--- config.mk ---
export PLATFORM = sky130hd
export DESIGN_NAME = a_block_writer
export DESIGN_NICKNAME = d
export VERILOG_FILES = /design/src/rtl/a_block_writer.sv
export SDC_FILE = /design/constraint.sdc
export NUM_CORES = 1
export LEC_CHECK = 0
export ABC_AREA = 0
export BUFFER_PORTS_ARGS = -buffer_cell sky130_fd_sc_hd__buf_2
export CAP_MARGIN = 20
export CORE_ASPECT_RATIO = 0.7
export CORE_UTILIZATION = 45
export DETAILED_ROUTE_END_ITERATION = 10
export PLACE_DENSITY = 0.71
export SLEW_MARGIN = 30
export SYNTH_ARGS = -nofsm -noshare
export SYNTH_HDL_FRONTEND = slang
export SYNTH_SLANG_ARGS = --single-unit
--- constraint.sdc ---
create_clock -name clk -period 4.3 [get_ports clk]
set_clock_uncertainty 0.05 [all_clocks]
set_input_delay 0.43 -clock clk [delete_from_list [all_inputs] [get_ports clk]]
set_output_delay 0.43 -clock clk [all_outputs]
set_load 0.01 [all_outputs]
--- src/rtl/a_block_writer.sv ---
// Ping-pong HASH RAM block writer: streams A-matrix words into two banks, signals hash_ready.
// Optional A_BLOCK_WRITER_PERF_EN adds the stall_cnt back-pressure counter.
//
// state | meaning
// IDLE  | no job; waits for start
// FILL  | accepting stream words into the current write bank
// WAIT  | all words written; waits for the consumer to release every bank
module a_block_writer #(
    parameter int WORDS_PER_ROW  = 336,
    parameter int ROWS_PER_BLOCK = 4,
    parameter int BASE_ADDR      = 0,
    parameter int ADDR_W         = 32,
    parameter int BANK_WORDS     = WORDS_PER_ROW * ROWS_PER_BLOCK
) (
    input  logic              clk,
    input  logic              rst_n,
    input  logic              start,
    input  logic [9:0]        num_blocks,
    input  logic              s_valid,
    input  logic [63:0]       s_data,
    output logic              s_ready,
    output logic              wr_en,
    output logic [ADDR_W-1:0] wr_addr,
    output logic [63:0]       wr_data,
    output logic              hash_ready,
    output logic              rd_bank,
    input  logic              block_done,
    output logic              busy,
    output logic              done,
    output logic              err
`ifdef A_BLOCK_WRITER_PERF_EN
    ,
    output logic [31:0]       stall_cnt
`endif
);

    localparam int IDX_W = (BANK_WORDS > 1) ? $clog2(BANK_WORDS) : 1;

    localparam logic [1:0] S_IDLE = 2'd0;
    localparam logic [1:0] S_FILL = 2'd1;
    localparam logic [1:0] S_WAIT = 2'd2;

    logic [1:0]       state;
    logic             wr_bank;
    logic             bank_pend;
    logic [1:0]       full_cnt;
    logic [IDX_W-1:0] word_idx;
    logic [9:0]       blk_cnt;
    logic [9:0]       nblocks;
    logic [2:0]       occ;
    logic             handshake;
    logic             last_word;
    logic             release_ok;
    logic             start_ok;

    // A bank whose last word was just accepted is counted as occupied so
    // the next word can never land in a bank the consumer still owns.
    assign occ        = {1'b0, full_cnt} + {2'b00, bank_pend};
    assign s_ready    = (state == S_FILL) && (occ < 3'd2);
    assign handshake  = s_valid && s_ready;
    assign last_word  = (word_idx == IDX_W'(BANK_WORDS - 1));
    assign release_ok = block_done && (full_cnt != 2'd0);
    assign start_ok   = start && (state == S_IDLE);
    assign hash_ready = (full_cnt != 2'd0);
    assign busy       = (state != S_IDLE);

    always_ff @(posedge clk or negedge rst_n) begin
        if (!rst_n) begin
            state     <= S_IDLE;
            wr_bank   <= 1'b0;
            rd_bank   <= 1'b0;
            bank_pend <= 1'b0;
            full_cnt  <= 2'd0;
            word_idx  <= '0;
            blk_cnt   <= 10'd0;
            nblocks   <= 10'd0;
            wr_en     <= 1'b0;
            wr_addr   <= '0;
            wr_data   <= 64'd0;
            done      <= 1'b0;
            err       <= 1'b0;
        end else begin
            done      <= 1'b0;
            bank_pend <= 1'b0;
            wr_en     <= handshake;
            if (handshake) begin
                wr_data <= s_data;
                wr_addr <= ADDR_W'(BASE_ADDR)
                         + (wr_bank ? ADDR_W'(BANK_WORDS) : {ADDR_W{1'b0}})
                         + ADDR_W'(word_idx);
            end

            // Completion lands one edge after the final write is presented.
            case ({bank_pend, release_ok})
                2'b10:   full_cnt <= full_cnt + 2'd1;
                2'b01:   full_cnt <= full_cnt - 2'd1;
                default: full_cnt <= full_cnt;
            endcase
            if (release_ok)
                rd_bank <= ~rd_bank;
            if (block_done && (full_cnt == 2'd0))
                err <= 1'b1;

            case (state)
                S_IDLE: begin
                    if (start) begin
                        err <= 1'b0;
                        if (num_blocks == 10'd0) begin
                            done <= 1'b1;
                        end else begin
                            state    <= S_FILL;
                            nblocks  <= num_blocks;
                            word_idx <= '0;
                            blk_cnt  <= 10'd0;
                            wr_bank  <= 1'b0;
                            rd_bank  <= 1'b0;
                            full_cnt <= 2'd0;
                        end
                    end
                end
                S_FILL: begin
                    if (handshake) begin
                        if (last_word) begin
                            word_idx  <= '0;
                            wr_bank   <= ~wr_bank;
                            bank_pend <= 1'b1;
                            blk_cnt   <= blk_cnt + 10'd1;
                            if (blk_cnt == nblocks - 10'd1)
                                state <= S_WAIT;
                        end else begin
                            word_idx <= word_idx + IDX_W'(1);
                        end
                    end
                end
                S_WAIT: begin
                    if ((full_cnt == 2'd0) && !bank_pend) begin
                        state <= S_IDLE;
                        done  <= 1'b1;
                    end
                end
                default: state <= S_IDLE;
            endcase
        end
    end

`ifdef A_BLOCK_WRITER_PERF_EN
    always_ff @(posedge clk or negedge rst_n) begin
        if (!rst_n)
            stall_cnt <= 32'd0;
        else if (start_ok)
            stall_cnt <= 32'd0;
        else if ((state == S_FILL) && s_valid && !s_ready && (stall_cnt != 32'hFFFF_FFFF))
            stall_cnt <= stall_cnt + 32'd1;
    end
`else
    logic unused_start_ok;
    assign unused_start_ok = start_ok;
`endif

endmodule

==> run_results.csv, run 1 <==
group,metric,value,unit
run_status,status,"completed",
drt,routedWlPerCell,13.5,um
global_routing,grt_use_total,0.212,
critical_path,worst_setup_path_end_kind,"flip-flop",
critical_path,rr_startpoint,"state[1]",
critical_path,critical_path_class,"flip-flop to flip-flop",
placed_design,gp_congestion,0.830,
finish,nNetsFinal,837,
drt,drtIter0Drc,319,
clock_network,hold_buffers,0,
clock_network,post_cts_buffers,0,
synthesis,yosysSeqAreaShare,0.546,
placed_design,port_buffers,161,
floorplan,initial_utilization,0.475,
drt,drt_wl_total,12400,um
floorplan,ios,182,
critical_path,cp_data_arrival_time,2.77,ns
power,p_int,3000,uW
critical_path,ff2ff_setup_slack,1.75,ns
finish,drive_above_1_share,0.279,
timing,setup_viol,0,
hold_path,hp-class,"input port to asynchronous set/reset pin",
floorplan,row_count,32,
global_routing,grt_first_pass_wirelength,20600,um
clock_network,tritoncts,"done",
floorplan,coreArea,11300,sq um
clock_network,ctsRootBufferMaster,"clkbuf_16",
finish,multiInputGateArea,2210,sq um
power,clkPwrFrac,0.326,
critical_path,worst_path_largest_cell_delay,0.51,ns
placed_design,dpl.cell_count,884,
finish,num-fill-cells,973,
power,seqPwrFrac,0.387,
synthesis,synth_area,5360,sq um
synthesis,ys_ff_latch,117,
global_routing,grt_overflow,0,
floorplan,fp.dieW,132,um
timing,rsz0062_at_grt,"no",
drt,drt-met1-wl,5830,um
global_routing,antenna_found_initial,0,
drt,firstDrtPassIters,5,
critical_path,crit_family,"buffers and inverters",
timing,drv_slew,0,
drt,vias,4437,
critical_path,path_max_fanout,46,
synthesis,synth_cell_types,49,
critical_path,critPathLaunch,"state[1]",
power,switching_share,0.335,
timing,max_clock_freq,391,MHz
clock_network,htreeDepth,4,
synthesis,avgSynthCellArea,9.05,sq um
power,p_leak,0.00362,uW
floorplan,die-area,12400,sq um
run,cap_viol_max_count,0,
timing,hold_violations,0,
timing,fin_crit,2.55,ns
clock_network,clock-sinks,117,
global_routing,first_global_vias,4135,
synthesis,ys_dominant_reg_cell,"dfrtp_1",
critical_path,cp.buffers_inverters,2,
timing,min_period_over_period,0.594,
critical_path,required,4.51,ns
drt,wl_met3,612,um
timing,relSlewSlack,0.445,
critical_path,slowest_stage,"buf_4",
clock_network,cts_resized,0,
power,power_density,660,nW/um^2
drt,route.detailed.drc,0,
drt,avgViaCountPerCell,4.84,
synthesis,synth_edf_count,0,
critical_path,cp_cell_sequence,"and2b_1 -> nand4b_1 -> inv_2 -> buf_4 -> nand4_1 -> xor2_1 -> nor2_1",
clock_network,numCtsBuffers,17,
timing,max_slew.worst_pin.slew,0.833,ns
clock_network,insertion_delay,0.40,ns
placed_design,hpwl,8630,um
synthesis,synthArstFlopShare,1.00,
finish,finalNonFillerCells,916,
drt,routed.top_layer,"met4",
power,combPwrFrac,0.287,
power,power_switching,1510,uW
finish,syn2layout_area_growth,27.6,%
clock_network,cts.path.max_buffers,2,
floorplan,chipHeight,93.3,um
critical_path,cp-start-kind,"flip-flop",
power,ir_drop,0.358,mV
timing,finalSetupTns,0,ns
synthesis,synthCells,592,
finish,diodes,0,
clock_network,clkSlewWorstSetupHoldPaths,0.06,ns
synthesis,synth_warnings,0,
drt,wl_met2,5780,um
finish,regArea,2930,sq um
drt,antenna_left,0,
global_routing,grt_max_degree,85,
cell families (layout without fill, tap and decap cells):
logic type / after synthesis / after routing / synth area share
other: 1 / 20 / 0.000700
DFF: 117 / 117 / 0.546
xor gates and xnor gates: 22 / 22 / 0.0360
AOI/OAI and AO/OA: 55 / 55 / 0.0680
muxes: 9 / 9 / 0.0187
adders and majority gates: 8 / 8 / 0.0187
buffers and inverters: 57 / 209 / 0.0546
and+or+nand+nor: 323 / 323 / 0.257
flip-flops by register name (all words and copies together) (netlist names):
name and flops:
wr_en 1, word_idx 11, state 2, rd_bank 1, wr_data 64, err 1, wr_bank 1, nblocks 10
wr_addr 12, bank_pend 1, full_cnt 2, done 1, blk_cnt 10
stage by stage:
step	total power [uW]	util	hold WS [ns]	instance area, sq um	setup WS [ns]
final	4510	0.605	0.00424	6840	1.75
after global routing	4810	0.605	0.0798	6840	1.47
after CTS	4550	0.605	0.0571	6840	1.76
after detailed placement	3070	0.551	0.407	6220	1.73
after global placement	3010	0.550	0.403	6210	1.87
after floorplan	2490	-	0.0844	5430	2.31
metal layers:
metal | up-vias | global-route usage
met5 | - | 0
met4 | 0 | 0.0776
met3 | 16 | 0.0450
met2 | 144 | 0.328
met1 | 2071 | 0.296
li1 | 2206 | -
cell usage after synthesis, types with 2 or more instances:
library cell	number	area share
a21oi_1	8	0.0075
a31oi_1	4	0.0047
and3_1	3	0.0035
and4_1	2	0.0033
buf_1	5	0.0035
buf_2	3	0.0028
buf_4	20	0.028
clkbuf_1	18	0.013
dfrtp_1	117	0.55
ha_1	8	0.019
inv_1	10	0.0070
mux2_2	8	0.017
nand2_1	242	0.17
nand2b_1	2	0.0023
nand3_1	7	0.0065
nand3b_1	3	0.0042
nand4_1	6	0.0070
nor2_1	24	0.017
nor2b_1	3	0.0035
nor3_1	5	0.0047
nor4_1	4	0.0047
nor4b_1	4	0.0065
o21ai_0	26	0.024
o22a_1	2	0.0033
o31ai_1	8	0.011
or2_2	3	0.0035
or3_1	5	0.0058
xnor2_1	13	0.021
xor2_1	9	0.015
layout make-up:
type / count / share of cell area
multi-input cells: 437 / 0.323
clock buffers: 22 / 0.0679
repair buffers: 166 / 0.124
flip-flops and latches: 117 / 0.428
inverters: 11 / 0.00604
clock inverters: 10 / 0.0223
well taps: 153 / 0.0280
power by group through the flow:
stage          Sequential (uW)  Clock, uW  Combinational, uW
2_1_floorplan             1890          0                606
3_3_place_gp              1740          0               1270
3_5_place_dp              1760          0               1310
4_1_cts                   1750       1490               1320
5_1_grt                   1800       1550               1460
6_report                  1750       1470               1290
layout by cell type (no fill, tap or decap), types with 2 or more instances in the layout:
cell       instances
ha_1               8
nand3b_1           3
bufinv_16          4
xor2_1             9
and4_1             2
clkbuf_16         17
nor2_1            24
nor4_1             4
dfrtp_1          117
nand3_1            7
buf_4              5
o22a_1             2
conb_1            20
nor4b_1            4
a31oi_1            4
or3_1              5
nand4_1            6
nor2b_1            3
clkbuf_8           2
a21oi_1            8
clkinv_2           5
xnor2_1           13
nor3_1             5
nand2_1          242
o31ai_1            8
inv_1             10
and3_1             3
nand2b_1           2
mux2_2             8
o21ai_0           26
or2_2              3
buf_2            160
clkbuf_1           3
final timing paths:
kind / end / cells after the start
worst max register to register: blk_cnt[3] / 7
worst max-delay path: blk_cnt[3] / 7
max in group asynchronous: wr_addr[8] / 2
min in group clk: wr_data[39] / 3
worst min-delay path: nblocks[4] / 1
worst min register to register: wr_addr[7] / 2
Note: power is estimated with default switching activity, not from simulation.
==> run 2: changes to the inputs <==
--- a/config.mk
+++ b/config.mk
@@ -5,13 +5,13 @@
 export SDC_FILE = /design/constraint.sdc
 export NUM_CORES = 1
 export LEC_CHECK = 0
-export ABC_AREA = 0
+export ABC_AREA = 1
 export BUFFER_PORTS_ARGS = -buffer_cell sky130_fd_sc_hd__buf_2
 export CAP_MARGIN = 20
 export CORE_ASPECT_RATIO = 0.7
 export CORE_UTILIZATION = 45
 export DETAILED_ROUTE_END_ITERATION = 10
-export PLACE_DENSITY = 0.71
+export PLACE_DENSITY = 0.73
 export SLEW_MARGIN = 30
 export SYNTH_ARGS = -nofsm -noshare
 export SYNTH_HDL_FRONTEND = slang
==> constraint.sdc (replaced) <==
create_clock -name clk -period 2.3 [get_ports clk]
set_clock_uncertainty 0.05 [all_clocks]
set_input_delay 0.23 -clock clk [delete_from_list [all_inputs] [get_ports clk]]
set_output_delay 0.23 -clock clk [all_outputs]
set_load 0.01 [all_outputs]
==> run 2 against run 1 <==
Effect of this change: sequential cell count stayed put; register-to-register slack got worse by 1.5 ns; global-route usage up 3.0 points; synthesized cell count increased by 16%; largest cell class unchanged; critical endpoint is now wr_data[15].
==> run_results.csv, run 2 <==
group,metric,value,unit
finish,utilization,0.663,
power,ir_drop,0.638,mV
drt,vias,5188,
placed_design,dpl.cell_count,990,
synthesis,synthCells,685,
clock_network,htreeDepth,4,
global_routing,grt_overflow,0,
timing,drv_slew,0,
finish,diodes,0,
drt,routedWlPerCell,13.7,um
critical_path,cp-start-kind,"flip-flop",
placed_design,port_buffers,161,
drt,antenna_left,0,
clock_network,cts.path.max_buffers,2,
synthesis,synth_cell_types,33,
run_status,status,"completed",
critical_path,critical_path_class,"flip-flop to flip-flop",
clock_network,clkSlewWorstSetupHoldPaths,0.05,ns
global_routing,first_global_vias,4925,
finish,reg_top3,"wr_data x64, wr_addr x12, word_idx x11",
synthesis,avgSynthCellArea,8.10,sq um
placed_design,hpwl,9220,um
timing,hold_violations,0,
clock_network,ctsRootBufferMaster,"clkbuf_16",
synthesis,synth.top_cells.by_count,"nand2_1, dfrtp_1, nor2_1, inv_1, o21ai_0",
timing,relSlewSlack,0.613,
drt,drtIter0Drc,313,
power,power.total,10500,uW
timing,finalSetupTns,0,ns
drt,firstDrtPassIters,5,
synthesis,synth_top_area_frac,0.528,
global_routing,grt_max_degree,60,
finish,nNetsFinal,1011,
synthesis,ys_ff_latch,117,
finish,final_common_cell,"nand2_1",
floorplan,chipHeight,94.9,um
finish,regArea,2930,sq um
global_routing,use_met2,0.379,
timing,min_period_over_period,0.897,
placed_design,gp_congestion,0.843,
drt,avgViaCountPerCell,4.74,
critical_path,worst_path_largest_cell_delay,0.42,ns
floorplan,ios,182,
drt,route.detailed.drc,0,
clock_network,clock-sinks,117,
critical_path,required,2.59,ns
floorplan,coreArea,11900,sq um
finish,multiInputGateArea,2290,sq um
clock_network,insertion_delay,0.41,ns
finish,finalNonFillerCells,1094,
run,cap_viol_max_count,0,
synthesis,ys_dominant_reg_cell,"dfrtp_1",
finish,largest_reg_flops,64,
global_routing,antenna_found_initial,0,
critical_path,worst_setup_path_end_kind,"flip-flop",
floorplan,die-area,12800,sq um
clock_network,post_cts_buffers,0,
timing,rsz0062_at_grt,"no",
synthesis,synth_edf_count,0,
finish,drive_above_1_share,0.235,
finish,final_cell_mix,"nand2_1, buf_2, dfrtp_1",
floorplan,initial_utilization,0.468,
finish,syn2layout_area_growth,41.7,%
clock_network,tritoncts,"done",
synthesis,yosys.area.top_type,"dfrtp_1",
timing,max_slew.worst_pin.slew,0.581,ns
synthesis,synth_area,5550,sq um
timing,fin_crit,2.06,ns
global_routing,grt.busiest_layer,"met2",
timing,setup_viol,0,
critical_path,slowest_stage,"dfrtp_1",
critical_path,cp_data_arrival_time,2.35,ns
global_routing,grt_first_pass_wirelength,24100,um
hold_path,hp-class,"input port to flip-flop",
global_routing,gr-usage-met1,0.332,
global_routing,grt_use_total,0.243,
timing,max_clock_freq,485,MHz
finish,regMostFlops,"wr_data",
drt,drt_wl_total,15000,um
finish,num-fill-cells,908,
synthesis,yosysSeqAreaShare,0.528,
floorplan,row_count,33,
power,power_density,1330,nW/um^2
synthesis,synth_warnings,0,
global_routing,grt_use_met3,0.0521,
synthesis,synthArstFlopShare,1.00,
critical_path,cp_cell_sequence,"inv_2 -> nand2_4 -> clkinv_2 -> nand2_2 -> nor2_4 -> nand2_2 -> buf_4 -> inv_2 -> buf_12 -> nand2_1 -> nand2_1",
synthesis,synth.area.top_cells,"dfrtp_1, nand2_1, nor2_1",
floorplan,fp.dieW,135,um
power,p_leak,0.00418,uW
synthesis,synth.most_common_cell,"nand2_1",
clock_network,numCtsBuffers,17,
critical_path,path_max_fanout,26,
-- run 2: cell types whose count changed after synthesis, sizes merged, moves of 7 or more --
cell / change
nand2: +57
inv: +35
nor2: +22
nand3: +18
o21ai: +14
xnor2: -10
mux2: -8
o31ai: -8
xor2: +7
-- run 2: final cells by class --
cell class              instances  share of cell area
flip-flops and latches        117               0.373
multi-input cells             501               0.292
repair buffers                241               0.208
clock buffers                  18              0.0546
clock inverters                14              0.0255
well taps                     157              0.0250
inverters                      46              0.0221
-- run 2: worst max-delay path: cells and delay by family, from the launching register on --
| kind | cells | cell delay, ns |
|---|---|---|
| DFF | 1 | 0.42 |
| buffers and inverters | 5 | 1.04 |
| and+or+nand+nor | 6 | 0.50 |
-- run 2: through the flow --
stage | hold WS (ns) | setup WS [ns] | area, sq um
after global routing | 0.0248 | 0.0434 | 7860
after global placement | 0.215 | 0.232 | 6490
final | 0.0182 | 0.237 | 7860
after CTS | 0.0119 | 0.0806 | 7840
after floorplan | -0.116 | 0.447 | 5620
after detailed placement | 0.219 | 0.0877 | 6490
-- run 2: path summary, 6_finish.rpt --
check	depth (start not counted)	slack [ns]	to	startpoint
max	11	0.24	wr_data[15]	state[1]
min in group asynchronous	2	0.30	nblocks[1]	rst_n
min reg2reg	2	0.42	wr_data[55]	wr_data[55]
min	3	0.02	wr_data[15]	s_data[15]
max reg2reg	11	0.24	wr_data[15]	state[1]
max in group asynchronous	3	1.29	wr_addr[2]	rst_n
-- run 2: repair_timing --
action	4_1_cts	5_1_grt
endpoints found under the setup margin	0	11
hold buffers	71	0
hold endpoints to repair	108	0
resized for setup	0	3
-- run 2: where the power goes --
part / leakage, uW / internal, uW / switching [uW]
Clock: 0.000297 / 1820 / 997
Combinational: 0.00241 / 1550 / 2460
Sequential: 0.00148 / 2960 / 656
-- run 2: layer usage --
| layer | share of wire | wire (um) | vias up |
|---|---|---|---|
| li1 | - | - | 2589 |
| met1 | 0.45 | 6730 | 2375 |
| met2 | 0.47 | 7050 | 186 |
| met3 | 0.057 | 851 | 38 |
| met4 | 0.024 | 354 | 0 |
| met5 | 0 | 0 | - |
-- run 2: cell families (layout without fill, tap and decap cells) --
logic type      after synthesis  after routing  synth area share
compound gates               54             54            0.0508
xor+xnor                     19             19            0.0300
fa+ha+maj                     8              8            0.0181
buf+inv                      87            319            0.0754
flops                       117            117             0.528
other cells                   1             20          0.000676
simple gates                399            400             0.297
==> run 3: changes to the inputs <==
--- a/config.mk
+++ b/config.mk
@@ -9,9 +9,9 @@
 export BUFFER_PORTS_ARGS = -buffer_cell sky130_fd_sc_hd__buf_2
 export CAP_MARGIN = 20
 export CORE_ASPECT_RATIO = 0.7
-export CORE_UTILIZATION = 45
+export CORE_UTILIZATION = 46
 export DETAILED_ROUTE_END_ITERATION = 10
-export PLACE_DENSITY = 0.73
+export PLACE_DENSITY = 0.75
 export SLEW_MARGIN = 30
 export SYNTH_ARGS = -nofsm -noshare
 export SYNTH_HDL_FRONTEND = slang
==> run 3 against run 2 <==
Effect of this change: total power down 3.1%; register-to-register slack worse by 0.09 ns; die area down 2.1%; hold slack better by 0.0011 ns; count of clock-buffer cells in the layout unchanged; sequential cell count unchanged; critical path depth down 2; final cell count unchanged; cell area down 0.92%; global-route usage up 0.23 points; setup slack worse by 0.092 ns; sequential share of layout area up 0.35 points; largest cell class unchanged; largest power group unchanged.
==> run_results.csv, run 3 (same netlist as run 2, synthesis figures left out) <==
group,metric,value,unit
drt,wl_met3,940,um
run,cap_viol_max_count,0,
clock_network,cts.path.max_buffers,2,
placed_design,port_buffers,161,
global_routing,grt_first_pass_wirelength,24100,um
floorplan,row_count,33,
placed_design,dpl.cell_count,989,
floorplan,initial_utilization,0.473,
floorplan,coreArea,11700,sq um
critical_path,cp-start-kind,"flip-flop",
run_status,status,"completed",
critical_path,critical_path_class,"flip-flop to flip-flop",
clock_network,htreeDepth,4,
critical_path,cp_data_arrival_time,2.42,ns
critical_path,worst_setup_path_end_kind,"flip-flop",
power,clkPwrFrac,0.247,
clock_network,clkSlewWorstSetupHoldPaths,0.05,ns
drt,vias,5301,
finish,nNetsFinal,1011,
floorplan,ios,182,
timing,relSlewSlack,0.654,
power,power_density,1300,nW/um^2
finish,multiInputGateArea,2290,sq um
finish,num-fill-cells,901,
finish,regArea,2930,sq um
finish,syn2layout_area_growth,40.3,%
critical_path,required,2.56,ns
global_routing,first_global_vias,5040,
finish,finalNonFillerCells,1094,
power,ir_drop,0.708,mV
power,p_leak,0.00415,uW
finish,drive_above_1_share,0.235,
finish,final_common_cell,"nand2_1",
placed_design,preCtsSetupSlack,0.108,ns
placed_design,hpwl,8990,um
power,combPwrFrac,0.398,
timing,setup_viol,0,
floorplan,die-area,12500,sq um
clock_network,tritoncts,"done",
power,power.total,10100,uW
floorplan,chipHeight,93.9,um
timing,hold_violations,0,
hold_path,hp-class,"input port to flip-flop",
timing,rsz0062_at_grt,"no",
finish,largest_reg_flops,64,
drt,drtIter0Drc,386,
drt,routed.top_layer,"met4",
finish,final_cell_mix,"nand2_1, buf_2, dfrtp_1",
drt,wl_met2,6760,um
drt,drt-met1-wl,6710,um
timing,max_clock_freq,464,MHz
timing,fin_crit,2.16,ns
timing,finalSetupTns,0,ns
clock_network,insertion_delay,0.41,ns
finish,reg_top3,"wr_data x64, wr_addr x12, word_idx x11",
global_routing,grt_overflow,0,
timing,max_slew.worst_pin.slew,0.519,ns
global_routing,grt_use_total,0.245,
global_routing,antenna_found_initial,0,
clock_network,numCtsBuffers,17,
drt,antenna_left,0,
finish,regMostFlops,"wr_data",
finish,diodes,0,
drt,route.detailed.drc,0,
power,power_switching,4110,uW
placed_design,gp_congestion,0.832,
timing,min_period_over_period,0.937,
power,seqPwrFrac,0.355,
timing,drv_slew,0,
drt,drt_wl_total,15000,um
timing,timing.final.ws_setup,0.145,ns
critical_path,path_max_fanout,4,
clock_network,clock-sinks,117,
power,p_int,6020,uW
timing,whs,0.0193,ns
power,switching_share,0.406,
drt,routedWlPerCell,13.7,um
global_routing,grt_max_degree,86,
drt,avgViaCountPerCell,4.85,
drt,firstDrtPassIters,5,
floorplan,fp.dieW,133,um
clock_network,ctsRootBufferMaster,"clkbuf_16",
[run 3: cell types whose count changed in the layout (fill, tap and decap cells not counted), sizes merged]
cell and delta:
inv +1, buf -1, dlygate4sd3 +1, bufinv -3
clkinvlp +1, clkinv +1
[run 3: power groups by stage]
stage	logic, uW	registers (uW)	clock network [uW]
after global placement	3750	3580	0
final	4030	3600	2500
after CTS	3950	3570	2540
after detailed placement	3850	3570	0
after floorplan	2150	3840	0
after global routing	4520	3710	2650
[run 3: worst paths after layout]
check | start | end | slack (ns) | cells past startpoint
max | word_idx[1] | word_idx[10] | 0.14 | 9
min | num_blocks[7] | nblocks[7] | 0.02 | 3
max reg2reg | word_idx[1] | word_idx[10] | 0.14 | 9
min reg2reg | wr_addr[6] | wr_addr[6] | 0.42 | 2
max in group asynchronous | rst_n | wr_addr[2] | 1.28 | 3
min in group asynchronous | rst_n | nblocks[8] | 0.29 | 2
[run 3: final cells by class]
class	count	share of cell area
Clock buffer	18	0.0564
Clock inverter	14	0.0164
Inverter	46	0.0223
Multi-Input combinational cell	501	0.294
Sequential cell	117	0.376
Tap cell	157	0.0252
Timing Repair Buffer	241	0.209
[run 3: through the flow]
step | utilization | cell area (sq um)
after global routing | 0.664 | 7780
final | 0.664 | 7780
after CTS | 0.662 | 7760
after global placement | 0.552 | 6470
after detailed placement | 0.552 | 6470
after floorplan | - | 5620
[run 3: timing repair]
item | CTS | global route
endpoints found under the hold margin | 107 | 0
setup buffers | 0 | 0
hold buffers | 72 | 0
gates resized for setup | 0 | 3
endpoints found under the setup margin | 0 | 12
[run 3: critical path, cell delays in order, from the launching register on]
cell and delay (ns):
dfrtp_1 0.37, ha_1 0.19, nand2_1 0.08, nor2_1 0.18
nand3_1 0.20, nor2_1 0.31, nand3_1 0.16, xor2_1 0.16
nand3b_1 0.16, o21ai_0 0.20
[run 3: layer usage]
metal | vias to the layer above | track usage
met5 | - | 0
met4 | 0 | 0.119
met3 | 54 | 0.0593
met2 | 220 | 0.373
met1 | 2439 | 0.329
li1 | 2588 | -
